--- config.mk ---
export PLATFORM = sky130hd
export DESIGN_NAME = multi_camera_interface
export DESIGN_NICKNAME = d
export VERILOG_FILES = /design/src/rtl/camif_pkg.sv /design/src/rtl/camif_line_counter.sv /design/src/rtl/multi_camera_interface.sv
export SDC_FILE = /design/constraint.sdc
export NUM_CORES = 1
export LEC_CHECK = 0
export CORE_AREA = 5 5 86 88
export DETAILED_ROUTE_END_ITERATION = 8
export DIE_AREA = 0 0 91 93
export HOLD_SLACK_MARGIN = 0.05
export PLACE_DENSITY_LB_ADDON = 0.15
export SLEW_MARGIN = 20
export SYNTH_ARGS = -nofsm -noshare
export SYNTH_HDL_FRONTEND = slang
export SYNTH_HIERARCHICAL = 1
export SYNTH_SLANG_ARGS = --single-unit
--- constraint.sdc ---
create_clock -name pixel_clock -period 2.72 [get_ports pixel_clock]
set_input_delay 0.816 -clock pixel_clock [delete_from_list [all_inputs] [get_ports pixel_clock]]
set_output_delay 0.816 -clock pixel_clock [all_outputs]
set_load 0.01 [all_outputs]
--- src/rtl/camif_pkg.sv ---
// Shared definitions for the multi-camera interface: FSM state encoding,
// sensor power-up length, select pipeline depth and default parameters.
package camif_pkg;

  typedef enum logic [2:0] {
    SENSOR_RST,
    FIND_FRAME,
    FRAME_GAP,
    WAIT_FRAME,
    FIND_LINE,
    WAIT_LINE,
    READ
  } camif_state_t;

  localparam int SENSOR_RST_CYCLES = 5;
  localparam int SELECT_DELAY      = 2;

  localparam int DEF_LINE_PIXELS  = 640;
  localparam int DEF_FRAME_LINES  = 480;
  localparam int DEF_NUM_CHANNELS = 2;
  localparam int DEF_NUM_SELECT   = 6;
  localparam int DEF_START_LINE   = 5;
  localparam int DEF_KEEP_BITS    = 3;

  // Counter width that never collapses to zero bits for degenerate sizes.
  function automatic int clog2_min1(input int value);
    return (value > 1) ? $clog2(value) : 1;
  endfunction

endpackage

--- src/rtl/camif_line_counter.sv ---
// Column / channel / line position counters for the camera interface.
// Advances once per accepted pixel; column wraps into channel, channel
// wraps into line, line wraps to 0 after the last line of the frame.
module camif_line_counter
  import camif_pkg::*;
#(
  parameter int LINE_PIXELS  = DEF_LINE_PIXELS,
  parameter int FRAME_LINES  = DEF_FRAME_LINES,
  parameter int NUM_CHANNELS = DEF_NUM_CHANNELS
) (
  input  logic                                 pixel_clock,
  input  logic                                 reset,
  input  logic                                 clear,
  input  logic                                 advance,
  output logic [clog2_min1(LINE_PIXELS)-1:0]   col,
  output logic [clog2_min1(NUM_CHANNELS)-1:0]  chan,
  output logic [clog2_min1(FRAME_LINES)-1:0]   line_idx,
  output logic                                 last_line,
  output logic                                 line_end
);

  localparam int COL_W  = clog2_min1(LINE_PIXELS);
  localparam int CHAN_W = clog2_min1(NUM_CHANNELS);
  localparam int LINE_W = clog2_min1(FRAME_LINES);

  logic last_col;
  logic last_chan;

  assign last_col  = (col == COL_W'(LINE_PIXELS - 1));
  assign last_chan = (chan == CHAN_W'(NUM_CHANNELS - 1));
  assign last_line = (line_idx == LINE_W'(FRAME_LINES - 1));
  assign line_end  = advance && last_col && last_chan;

  // Position counters, cleared on abort, stepped on each accepted pixel.
  // NOTE: sequential state uses non-blocking assignments so every register
  // samples the pre-edge values of the others, independent of block order.
  always_ff @(posedge pixel_clock or posedge reset) begin
    if (reset) begin
      col      <= '0;
      chan     <= '0;
      line_idx <= '0;
    end else if (clear) begin
      col      <= '0;
      chan     <= '0;
      line_idx <= '0;
    end else if (advance) begin
      if (!last_col) begin
        col <= col + 1'b1;
      end else begin
        col <= '0;
        if (!last_chan) begin
          chan <= chan + 1'b1;
        end else begin
          chan     <= '0;
          line_idx <= last_line ? '0 : line_idx + 1'b1;
        end
      end
    end
  end

endmodule

--- src/rtl/multi_camera_interface.sv ---
// Multi-camera sensor front end: sensor power-up reset, frame/line sync
// tracking, channel de-interleave, pixel quantisation and row-buffer select.
// Optional feature macro: CAMIF_SYNC_CHECK_EN enables short line / short
// frame detection with a sticky sync_error flag.
module multi_camera_interface
  import camif_pkg::*;
#(
  parameter int LINE_PIXELS  = DEF_LINE_PIXELS,
  parameter int FRAME_LINES  = DEF_FRAME_LINES,
  parameter int NUM_CHANNELS = DEF_NUM_CHANNELS,
  parameter int NUM_SELECT   = DEF_NUM_SELECT,
  parameter int START_LINE   = DEF_START_LINE,
  parameter int KEEP_BITS    = DEF_KEEP_BITS
) (
  input  logic                                pixel_clock,
  input  logic                                reset,
  input  logic                                frame_valid,
  input  logic                                line_valid,
  input  logic [7:0]                          pixel_data,
  output logic                                sensor_reset_n,
  output logic [NUM_CHANNELS-1:0]             chan_valid,
  output logic [7:0]                          data,
  output logic [clog2_min1(LINE_PIXELS)-1:0]  pixel_col,
  output logic [clog2_min1(FRAME_LINES)-1:0]  line_idx,
  output logic [clog2_min1(NUM_SELECT)-1:0]   select,
  output logic                                read_start,
  output logic                                frame_done,
  output logic                                sync_error
);

  localparam int CHAN_W = clog2_min1(NUM_CHANNELS);
  localparam int SEL_W  = clog2_min1(NUM_SELECT);
  localparam int RST_W  = clog2_min1(SENSOR_RST_CYCLES);
  localparam logic [7:0] KEEP_MASK = ~(8'hFF >> KEEP_BITS);

  camif_state_t       state;
  camif_state_t       state_next;
  logic [RST_W-1:0]   rst_cnt;
  logic [CHAN_W-1:0]  chan;
  logic               last_line;
  logic               line_end;
  logic               take;
  logic               sync_fault;
  logic [SEL_W-1:0]   select_cnt;
  logic [SEL_W-1:0]   select_pipe [SELECT_DELAY];

`ifdef CAMIF_SYNC_CHECK_EN
  logic frame_valid_q;
  logic in_frame;

  assign in_frame   = (state == FIND_LINE) || (state == WAIT_LINE) || (state == READ);
  assign sync_fault = (in_frame && !frame_valid && !last_line) ||
                      ((state == READ) && !line_valid);

  // Sticky sync error, cleared by the next rising edge of frame_valid.
  always_ff @(posedge pixel_clock or posedge reset) begin
    if (reset) begin
      frame_valid_q <= 1'b0;
      sync_error    <= 1'b0;
    end else begin
      frame_valid_q <= frame_valid;
      if (sync_fault) begin
        sync_error <= 1'b1;
      end else if (frame_valid && !frame_valid_q) begin
        sync_error <= 1'b0;
      end
    end
  end
`else
  assign sync_fault = 1'b0;
  assign sync_error = 1'b0;
`endif

  // A pixel is accepted on the WAIT_LINE entry cycle and every READ cycle.
  assign take = !sync_fault &&
                (((state == WAIT_LINE) && line_valid) || (state == READ));

  camif_line_counter #(
    .LINE_PIXELS  (LINE_PIXELS),
    .FRAME_LINES  (FRAME_LINES),
    .NUM_CHANNELS (NUM_CHANNELS)
  ) u_line_counter (
    .pixel_clock (pixel_clock),
    .reset       (reset),
    .clear       (sync_fault),
    .advance     (take),
    .col         (pixel_col),
    .chan        (chan),
    .line_idx    (line_idx),
    .last_line   (last_line),
    .line_end    (line_end)
  );

  // FSM state register and sensor power-up cycle counter.
  always_ff @(posedge pixel_clock or posedge reset) begin
    if (reset) begin
      state   <= SENSOR_RST;
      rst_cnt <= '0;
    end else begin
      state <= state_next;
      if (state == SENSOR_RST) begin
        rst_cnt <= rst_cnt + 1'b1;
      end
    end
  end

  // Next-state logic; line end and sync faults override the per-state step.
  // NOTE: state_next is assigned a default first so no path leaves it
  // unassigned, which would otherwise infer a latch.
  always_comb begin
    state_next = state;
    case (state)
      SENSOR_RST: if (rst_cnt == RST_W'(SENSOR_RST_CYCLES - 1)) state_next = FIND_FRAME;
      FIND_FRAME: if (!frame_valid) state_next = FRAME_GAP;
      FRAME_GAP:  state_next = frame_valid ? FIND_FRAME : WAIT_FRAME;
      WAIT_FRAME: if (frame_valid) state_next = FIND_LINE;
      FIND_LINE:  if (!line_valid) state_next = WAIT_LINE;
      WAIT_LINE:  if (line_valid) state_next = READ;
      READ:       state_next = READ;
      default:    state_next = SENSOR_RST;
    endcase
    if (line_end) begin
      state_next = last_line ? FIND_FRAME : FIND_LINE;
    end
    if (sync_fault) begin
      state_next = FIND_FRAME;
    end
  end

  // Registered outputs: sensor reset, pixel data/channel, line pulses, select.
  always_ff @(posedge pixel_clock or posedge reset) begin
    if (reset) begin
      sensor_reset_n <= 1'b0;
      chan_valid     <= '0;
      data           <= '0;
      read_start     <= 1'b0;
      frame_done     <= 1'b0;
      select_cnt     <= '0;
    end else begin
      sensor_reset_n <= (state_next != SENSOR_RST);
      chan_valid     <= take ? (NUM_CHANNELS'(1) << chan) : '0;
      if (take) begin
        data <= pixel_data & KEEP_MASK;
      end
      read_start <= line_end && (last_line || (int'(line_idx) >= START_LINE));
      frame_done <= line_end && last_line;
      if (sync_fault || (line_end && last_line)) begin
        select_cnt <= '0;
      end else if (line_end) begin
        select_cnt <= (select_cnt == SEL_W'(NUM_SELECT - 1)) ? '0 : select_cnt + 1'b1;
      end
    end
  end

  // Delay line aligning the select output with the downstream buffer write.
  // NOTE: this small pipeline is reset so select reads 0 straight out of
  // reset; a large storage array would normally be left unreset.
  always_ff @(posedge pixel_clock or posedge reset) begin
    if (reset) begin
      for (int i = 0; i < SELECT_DELAY; i++) select_pipe[i] <= '0;
    end else begin
      select_pipe[0] <= select_cnt;
      for (int i = 1; i < SELECT_DELAY; i++) select_pipe[i] <= select_pipe[i-1];
    end
  end

  assign select = select_pipe[SELECT_DELAY-1];

endmodule

# [Word-level counts from Yosys, hierarchy flattened]
# Cells that the tools add are included.
[totals] ff_bits=43 elab_cells=58
[classes] addsub=5 magnitude_cmp=1 n_eq_ne=10 shifts=1 n_mux=16 reduce_logical=12
[op_table] operator="3-bit 2-to-1 mux" n=10
[op_table] operator="3-bit one-hot mux with 7 select lines" n=1
[op_table] operator="3-bit == test, second input constant" n=5
[op_table] operator="10-bit by 1-bit adder with 10-bit output, second input constant" n=1
[op_table] operator="10-bit == test, second input constant" n=1
[op_table] operator="10-bit 2-to-1 mux" n=1
[op_table] operator="9-bit by 1-bit adder with 9-bit output, second input constant" n=1
[op_table] operator="9-bit == test, second input constant" n=1
[op_table] operator="9-bit by 3-bit greater-or-equal comparator with 1-bit output, second input constant" n=1
[op_table] operator="9-bit 2-to-1 mux" n=1
[op_table] operator="3-bit by 1-bit adder with 3-bit output, second input constant" n=2
[op_table] operator="3-bit by 2-bit == test with 1-bit output, second input constant" n=2
[op_table] operator="1-bit logical AND" n=5
[op_table] operator="2-bit 2-to-1 mux" n=2
[op_table] operator="3-bit by 1-bit == test with 1-bit output, second input constant" n=1
[op_table] operator="3-bit logical NOT" n=1
[op_table] operator="3-bit AND reduction" n=1
[op_table] operator="3-bit nonzero test" n=1
[op_table] operator="1-bit logical OR" n=2
[op_table] operator="2-bit AND reduction" n=1
[op_table] operator="2-bit nonzero test" n=1
[op_table] operator="1-bit by 1-bit left shift with 2-bit output, first input constant" n=1
[op_table] operator="1-bit adder, second input constant" n=1
[op_table] operator="1-bit 2-to-1 mux" n=1

# [Logic depth before layout (Yosys ltp)]
# Gate-level depths: netlist (run 1).
[logic_depth] word_depth=7 ltp_mapped=10 depth_no_buf=8

# [By module]
# Netlist (run 1), hierarchy kept.
[modules_own_cells] module="camif_line_counter" n_inst=1 cells_each=117 area_each_um2=1148.6 seq_area_each_um2=500.5
[modules_own_cells] module="multi_camera_interface" n_inst=1 cells_each=90 area_each_um2=1047.3 seq_area_each_um2=575.6

# [Worst setup path before layout (run 1)]
# Ideal clock, no wire load.
[synth_path] kind="input-to-reg" from="input line_valid" to="register select_cnt[0]" setup_time_ps=83 t_arrival_ps=2316 required_ps=2637 slack_ps=322 stages=9 cell_sequence="and3b_4 > o21ai_4 > inv_1 > clkbuf_1 > and3_1 > and3_2 > inv_1 > or3_1 > o21ai_0"
[synth_via] elab_chain_cells=6
[synth_rtl] item="from (decl)" line="multi_camera_interface.sv:18" rtl="input logic line_valid,"
[synth_rtl] item="1-bit logical AND (*)" line="multi_camera_interface.sv:76" rtl="(((state == WAIT_LINE) && line_valid) || (state == READ));"
[synth_rtl] item="1-bit logical OR (*)" line="multi_camera_interface.sv:76"
[synth_rtl] item="via take" line="multi_camera_interface.sv:42" rtl="logic take;"
[synth_rtl] item="1-bit logical AND (*) (2 in series)" line="camif_line_counter.sv:32" rtl="assign line_end = advance && last_col && last_chan;"
[synth_rtl] item="via line_end" line="multi_camera_interface.sv:41" rtl="logic line_end;"
[synth_rtl] item="1-bit logical AND" line="multi_camera_interface.sv:147" rtl="if (sync_fault || (line_end && last_line)) begin"
[synth_rtl] item="3-bit 2-to-1 mux / 2-bit nonzero test (equally long branches)"
[synth_rtl] item="to (signal assigned)" line="multi_camera_interface.sv:150" rtl="select_cnt <= (select_cnt == SEL_W'(NUM_SELECT - 1)) ? '0 : select_cnt + 1'b1;"
[synth_rtl] item="to (decl)" line="multi_camera_interface.sv:44" rtl="logic [SEL_W-1:0] select_cnt;"
# Mark *: on every way through the listed nets, which the timed path passes. The rest lies on a longest branch.
# A chain may end at the register's enable or synchronous reset.

# [Worst setup path in the final report (run 1)]
[layout_path] from="input line_valid" to="register u_line_counter.line_idx[8]"
[layout_via] elab_chain_cells=3
[layout_rtl] item="1-bit logical AND" line="multi_camera_interface.sv:76"
[layout_rtl] item="1-bit logical OR" line="multi_camera_interface.sv:76"
[layout_rtl] item="via take" line="multi_camera_interface.sv:42"
[layout_rtl] item="3-bit AND reduction (no source line)"
[layout_rtl] item="to (signal assigned)" line="camif_line_counter.sv:55" rtl="line_idx <= last_line ? '0 : line_idx + 1'b1;"
[layout_rtl] item="to (decl)" line="camif_line_counter.sv:17" rtl="output logic [clog2_min1(FRAME_LINES)-1:0] line_idx,"
# The timed path passes the listed nets, and every way through them passes these cells.

==> results of run 1 <==
[stage by stage]
| stage | power (mW) | hold slack, ns | setup TNS, ns | instances |
|---|---|---|---|---|
| after floorplan | 1.12 | 0.331 | 0 | 213 |
| after global placement | 1.25 | 0.334 | -0.178 | 325 |
| after detailed placement | 1.26 | 0.346 | -0.149 | 325 |
| after CTS | 1.68 | 0.366 | 0 | 333 |
| after global routing | 1.78 | 0.373 | 0 | 333 |
| final | 1.65 | 0.358 | 0 | 333 |
[layer usage]
layer / track usage (%) / vias to the layer above / share of wire, % / routed length, um
met5: 0 / - / 0 / 0
met4: 4.03 / 0 / 1.4 / 67
met3: 3.46 / 7 / 5.8 / 275
met2: 19.2 / 41 / 44 / 2100
met1: 15.9 / 819 / 48 / 2290
li1: - / 825 / - / -
[critical path: stages]
cell,delay [ns]
clkdlybuf4s50_1,0.51
and3b_4,0.22
o21ai_4,0.07
inv_1,0.11
and4_1,0.25
nand4_4,0.12
or4_1,0.48
a21oi_1,0.15
[worst paths after layout]
check	start	end	cells after the start
hold reg to reg	select_pipe[5]$_DFF_PP0_	select[2]$_DFF_PP0_	0
setup reg to reg	state[1]$_DFF_PP0_	u_line_counter/line_idx[8]$_DFFE_PP0P_	7
max in group asynchronous	reset	data[5]$_DFFE_PP0N_	3
min in group asynchronous	reset	u_line_counter/line_idx[6]$_DFFE_PP0P_	3
hold / removal	select_pipe[5]$_DFF_PP0_	select[2]$_DFF_PP0_	0
setup / recovery	line_valid	u_line_counter/line_idx[8]$_DFFE_PP0P_	8
[flip-flops by register name, summed over array words and instances, names as in the netlist, 2 cells and up]
name                     count
select_pipe                  3
u_line_counter/line_idx      9
u_line_counter/col          10
select                       3
data                         3
chan_valid                   2
select_cnt                   3
state                        3
rst_cnt                      3
[area by class of cell]
type	instances	area [um^2]	share of cell area, %
Clock buffer	6	72.6	2.66
Sequential cell	43	1080	39.4
Tap cell	80	100	3.67
Multi-Input combinational cell	143	980	35.9
Timing Repair Buffer	47	443	16.2
Inverter	12	45.0	1.65
Clock inverter	2	12.5	0.459
[cells by family after synthesis]
group,count (synthesis)
and+or+nand+nor,81
xor gates and xnor gates,13
AOI/OAI and AO/OA,35
DFF,43
adders and majority gates,4
other,1
buffers and inverters,27
muxes,3
[cell usage after synthesis (all sizes together), types with 7 or more instances]
cell   count
nand4      8
o21ai      7
inv       12
xor2       7
nor3       7
nor2      11
a21oi      9
nand3      8
dfrtp     43
nand2     10
buf       14
[power groups by stage]
stage | combinational (mW) | clock [mW] | sequential [mW]
after floorplan | 0.316 | 0 | 0.809
after detailed placement | 0.426 | 0 | 0.832
after global placement | 0.420 | 0 | 0.830
after global routing | 0.477 | 0.462 | 0.838
final | 0.420 | 0.408 | 0.819
after CTS | 0.427 | 0.431 | 0.819
==> impl_metrics.py, run 1 <==
metrics = {
    "setup_path": {
        "path_max_fanout": 4,
        "end_kind": "register",
        "r2r_slack_ns": 0.61,
        "crit_required_ns": 2.95,
        "start_kind": "primary input",
        "critical_path_class": "in -> reg",
        "critPathArrivalTime_ns": 2.73,
    },
    "cells_and_area": {
        "nFillCells": 647,
        "final_nets": 268,
        "layout_commonest_cell": "dfrtp_1",
        "drive_above_1_share_pct": 11.1,
        "finish.utilization_pct": 41.5,
        "mostFrequentLayoutCells": "43 x dfrtp_1, 36 x clkdlybuf4s50_1, 12 x inv_1, 11 x nor2_1, 11 x buf_4",
        "final_cell_area_um2": 2730,
        "num_antenna_cells": 0,
        "syn_to_final_growth_pct": 24.3,
    },
    "timing": {
        "setup_viol_count_final": 0,
        "tightest_slew_ns": 0.740,
        "finClkSkew_ns": 0.00866,
        "fin_crit_ns": 2.50,
        "final-hold-violation-count": 0,
        "relSlewSlack_pct": 50.2,
        "rsz0062_at_grt": "no",
        "fmax_ghz": 0.400,
        "drv_slew": 0,
        "setup_ws_ns": 0.217,
        "final.period_utilization_pct": 92.0,
    },
    "yosys": {
        "yosys.area.top_type": "dfrtp_1",
        "ys_types": 53,
        "ys.flop_type": "dfrtp_1",
        "synthCells": 207,
        "ys_seq_area_share_pct": 49.0,
        "synth-seq-cells": 43,
        "synthSimpleGateAreaFrac_pct": 23.0,
        "syn_area_um2": 2200,
        "synth.top_cell.area_share_pct": 49.0,
        "synthXorXnorAreaFrac_pct": 5.19,
        "synth_compound_area_share_pct": 11.5,
        "synthArstFlopShare_pct": 100,
        "synthMuxAreaShare_pct": 1.54,
        "synthAdderAreaFrac_pct": 2.28,
        "synth_edf_count": 0,
        "yosys-top-cells-area": "dfrtp_1 49%, buf_4 3.4%, xor2_1 2.8%, xnor2_1 2.4%, ha_1 2.3%",
        "synth_area_per_cell_um2": 10.6,
        "synth.yosys.warnings": 6,
        "synth_top_family_by_area": "simple AND/OR/NAND/NOR gates",
    },
    "status": {
        "run_status": "complete, no violations",
    },
    "floorplanning": {
        "coreArea_um2": 6570,
        "initial_core_util_pct": 33.4,
        "io-pin-count": 48,
        "die_x_um": 91,
        "rows": 30,
        "fp.dieArea_um2": 8460,
        "die-height_um": 93,
    },
    "clock_tree": {
        "htreeDepth": 2,
        "cts_setup_buffers": 0,
        "clk_pin_slew_worst_paths_ns": 0.09,
        "cts_hold_buf": 0,
        "clock_path_buffers": 2,
        "cts_buffers": 5,
        "cts_tree": "yes",
        "cts_resized": 0,
        "worstSkewPairLatency_ns": 0.30,
        "clkSinkCount": 43,
        "root_buffer": "clkbuf_8",
    },
    "pwr": {
        "pwr_density_cell_nw_per_um2": 603,
        "p_sw_share_pct": 30.9,
        "p_leak_nw": 1.15,
        "ir_drop_mv": 0.424,
        "internal-power_mw": 1.14,
        "switchingPower_mw": 0.509,
        "combPwrFrac_pct": 25.5,
        "power_frac_clock_pct": 24.8,
        "p_seq_share_pct": 49.7,
    },
    "global_routing": {
        "track_usage_pct": 12.1,
        "grt_pass1_vias": 1728,
        "grt_pass1_wl_um": 8380,
        "grt_antenna_before_repair": 0,
        "grt-ovfl-total": 0,
        "grt_max_degree": 24,
    },
    "placed_design": {
        "dp_hpwl_um": 3330,
        "place_area_um2": 2640,
        "pre_cts_ws_ns": -0.0632,
        "port_buffers": 36,
        "finalWeightedCongestion": 0.756,
    },
    "job": {
        "drv_cap": 0,
    },
    "drt": {
        "vias": 1692,
        "dr.pass1.iters": 4,
        "drt-initial-drc-count": 42,
        "postRouteAntennaNets": 0,
        "avgViaCountPerCell": 5.08,
        "drt-total-wl_um": 4730,
        "wl_per_cell_um": 14.2,
        "drcViolationCount": 0,
    },
    "min_path": {
        "hp-class": "reg -> reg",
    },
}
No activity file was read; power rests on OpenSTA's default activity.
==> run 2: changes to the inputs <==
==> constraint.sdc (replaced) <==
create_clock -name pixel_clock -period 2.95 [get_ports pixel_clock]
set_input_delay 0.885 -clock pixel_clock [delete_from_list [all_inputs] [get_ports pixel_clock]]
set_output_delay 0.885 -clock pixel_clock [all_outputs]
set_load 0.01 [all_outputs]
==> impl_metrics.py, run 2 (same netlist as run 1, synthesis figures left out) <==
metrics = {
    "status": {
        "run_status": "complete, no violations",
    },
    "drt": {
        "drcViolationCount": 0,
        "postRouteAntennaNets": 0,
        "dr.pass1.iters": 4,
        "drt-initial-drc-count": 23,
        "avgViaCountPerCell": 5.11,
        "vias": 1697,
        "wl_per_cell_um": 14.6,
        "drt-total-wl_um": 4840,
    },
    "timing": {
        "final.period_utilization_pct": 88.3,
        "relSlewSlack_pct": 47.3,
        "rsz0062_at_grt": "no",
        "finClkSkew_ns": 0.00628,
        "setup_viol_count_final": 0,
        "final.setup.tns_ns": 0,
        "fmax_ghz": 0.384,
        "tightest_slew_ns": 0.784,
        "fin_crit_ns": 2.60,
        "drv_slew": 0,
        "holdWs_ns": 0.353,
        "final-hold-violation-count": 0,
    },
    "pwr": {
        "p_leak_nw": 1.17,
        "ir_drop_mv": 0.397,
        "pwr_density_cell_nw_per_um2": 613,
    },
    "min_path": {
        "hp-start": "select_pipe[3]$_DFF_PP0_",
        "hp-class": "reg -> reg",
    },
    "global_routing": {
        "grt-ovfl-total": 0,
        "grt_pass1_vias": 1761,
        "grt_max_degree": 24,
        "track_usage_pct": 11.9,
        "grt_antenna_before_repair": 0,
        "grt_pass1_wl_um": 8360,
    },
    "clock_tree": {
        "htreeDepth": 2,
        "clock_path_buffers": 2,
        "clkSinkCount": 43,
        "cts_tree": "yes",
        "cts_buffers": 5,
        "clk_pin_slew_worst_paths_ns": 0.09,
        "root_buffer": "clkbuf_8",
        "cts_setup_buffers": 0,
        "cts_hold_buf": 0,
        "cts_resized": 0,
        "worstSkewPairLatency_ns": 0.30,
    },
    "cells_and_area": {
        "num_antenna_cells": 0,
        "drive_above_1_share_pct": 10.7,
        "mostFrequentLayoutCells": "43 x dfrtp_1, 36 x clkdlybuf4s50_1, 12 x inv_1, 11 x nor2_1",
        "nFillCells": 649,
        "largest_register": "u_line_counter/col",
        "final_nets": 267,
        "layout_commonest_cell": "dfrtp_1",
        "reg.largest.list": "u_line_counter/col x10, u_line_counter/line_idx x9",
        "syn_to_final_growth_pct": 26.1,
        "largest_reg_flops": 10,
    },
    "setup_path": {
        "timing.rr.start": "state[1]$_DFF_PP0_",
        "crit_required_ns": 3.18,
        "critical_path_class": "in -> reg",
        "critPathArrivalTime_ns": 2.84,
        "end_kind": "register",
        "start_kind": "primary input",
        "crit_chain": "clkdlybuf4s50_1, and3b_4, o21ai_4, inv_1, and4_1, nand4_4, or4_1, a21oi_1",
        "critPathMaxStageDelay_ns": 0.50,
        "critical_path.startpoint": "line_valid",
        "critPathSlowestCell": "clkdlybuf4s50_1",
        "path_max_fanout": 5,
    },
    "floorplanning": {
        "fp.dieArea_um2": 8460,
        "rows": 30,
        "initial_core_util_pct": 33.4,
        "io-pin-count": 48,
        "die-height_um": 93,
        "coreArea_um2": 6570,
        "die_x_um": 91,
    },
    "placed_design": {
        "port_buffers": 36,
        "dp_hpwl_um": 3360,
        "finalWeightedCongestion": 0.739,
    },
    "job": {
        "drv_cap": 0,
    },
}
## run 2: metal layers
layer  part of all wire, %  GRT usage (%)  vias to the layer above
met5                     0              0                        -
met4                   1.4           4.03                        0
met3                   5.7           3.54                        8
met2                    45           19.3                       42
met1                    48           15.2                      829
li1                      -              -                      818
## run 2: final cells by class
| type | count | area [um^2] | share of cell area (%) |
|---|---|---|---|
| clock buffer | 6 | 72.6 | 2.62 |
| inverter | 12 | 45.0 | 1.63 |
| clock inverter | 2 | 60.1 | 2.17 |
| multi-input combinational | 143 | 980 | 35.4 |
| tap | 80 | 100 | 3.61 |
| timing repair buffer | 46 | 435 | 15.7 |
| sequential | 43 | 1080 | 38.9 |
## run 2: final timing paths
path	to	slack, ns	depth (start not counted)
max	u_line_counter/line_idx[8]$_DFFE_PP0P_	0.35	8
min	select[0]$_DFF_PP0_	0.35	0
max reg2reg	u_line_counter/line_idx[8]$_DFFE_PP0P_	0.78	7
min reg2reg	select[0]$_DFF_PP0_	0.35	0
max in group asynchronous	data[6]$_DFFE_PP0N_	1.77	3
min in group asynchronous	u_line_counter/line_idx[6]$_DFFE_PP0P_	0.94	3
## run 2: power breakdown
part,internal [mW],total [mW],leakage [nW],switching [mW]
sequential,0.668,0.755,0.564,0.0870
clock,0.339,0.551,0.0654,0.212
combinational,0.219,0.391,0.536,0.172
total,1.23,1.70,1.17,0.471
## run 2: worst max-delay path, delay by kind of cell
kind | cells | cell delay [ns]
simple gates | 4 | 1.09
buf+inv | 2 | 0.65
compound gates | 2 | 0.22
## run 2: metrics by stage
step	power (mW)	setup slack [ns]	cell area (um^2)	cells	util [%]
after floorplan	1.04	0.483	2220	213	-
after global placement	1.16	0.0269	2640	324	40.1
after detailed placement	1.17	0.0144	2640	324	40.1
after CTS	1.73	0.344	2770	332	42.2
after global routing	1.80	0.209	2770	332	42.2
final	1.70	0.346	2770	332	42.2
==> run 3: changes to the inputs <==
--- a/config.mk
+++ b/config.mk
@@ -6,6 +6,7 @@
 export NUM_CORES = 1
 export LEC_CHECK = 0
 export CORE_AREA = 5 5 86 88
+export CTS_CLUSTER_SIZE = 28
 export DETAILED_ROUTE_END_ITERATION = 8
 export DIE_AREA = 0 0 91 93
 export HOLD_SLACK_MARGIN = 0.05
==> results of run 3 <==
The final DEF is identical to that of run 2; final timing and power are the same.
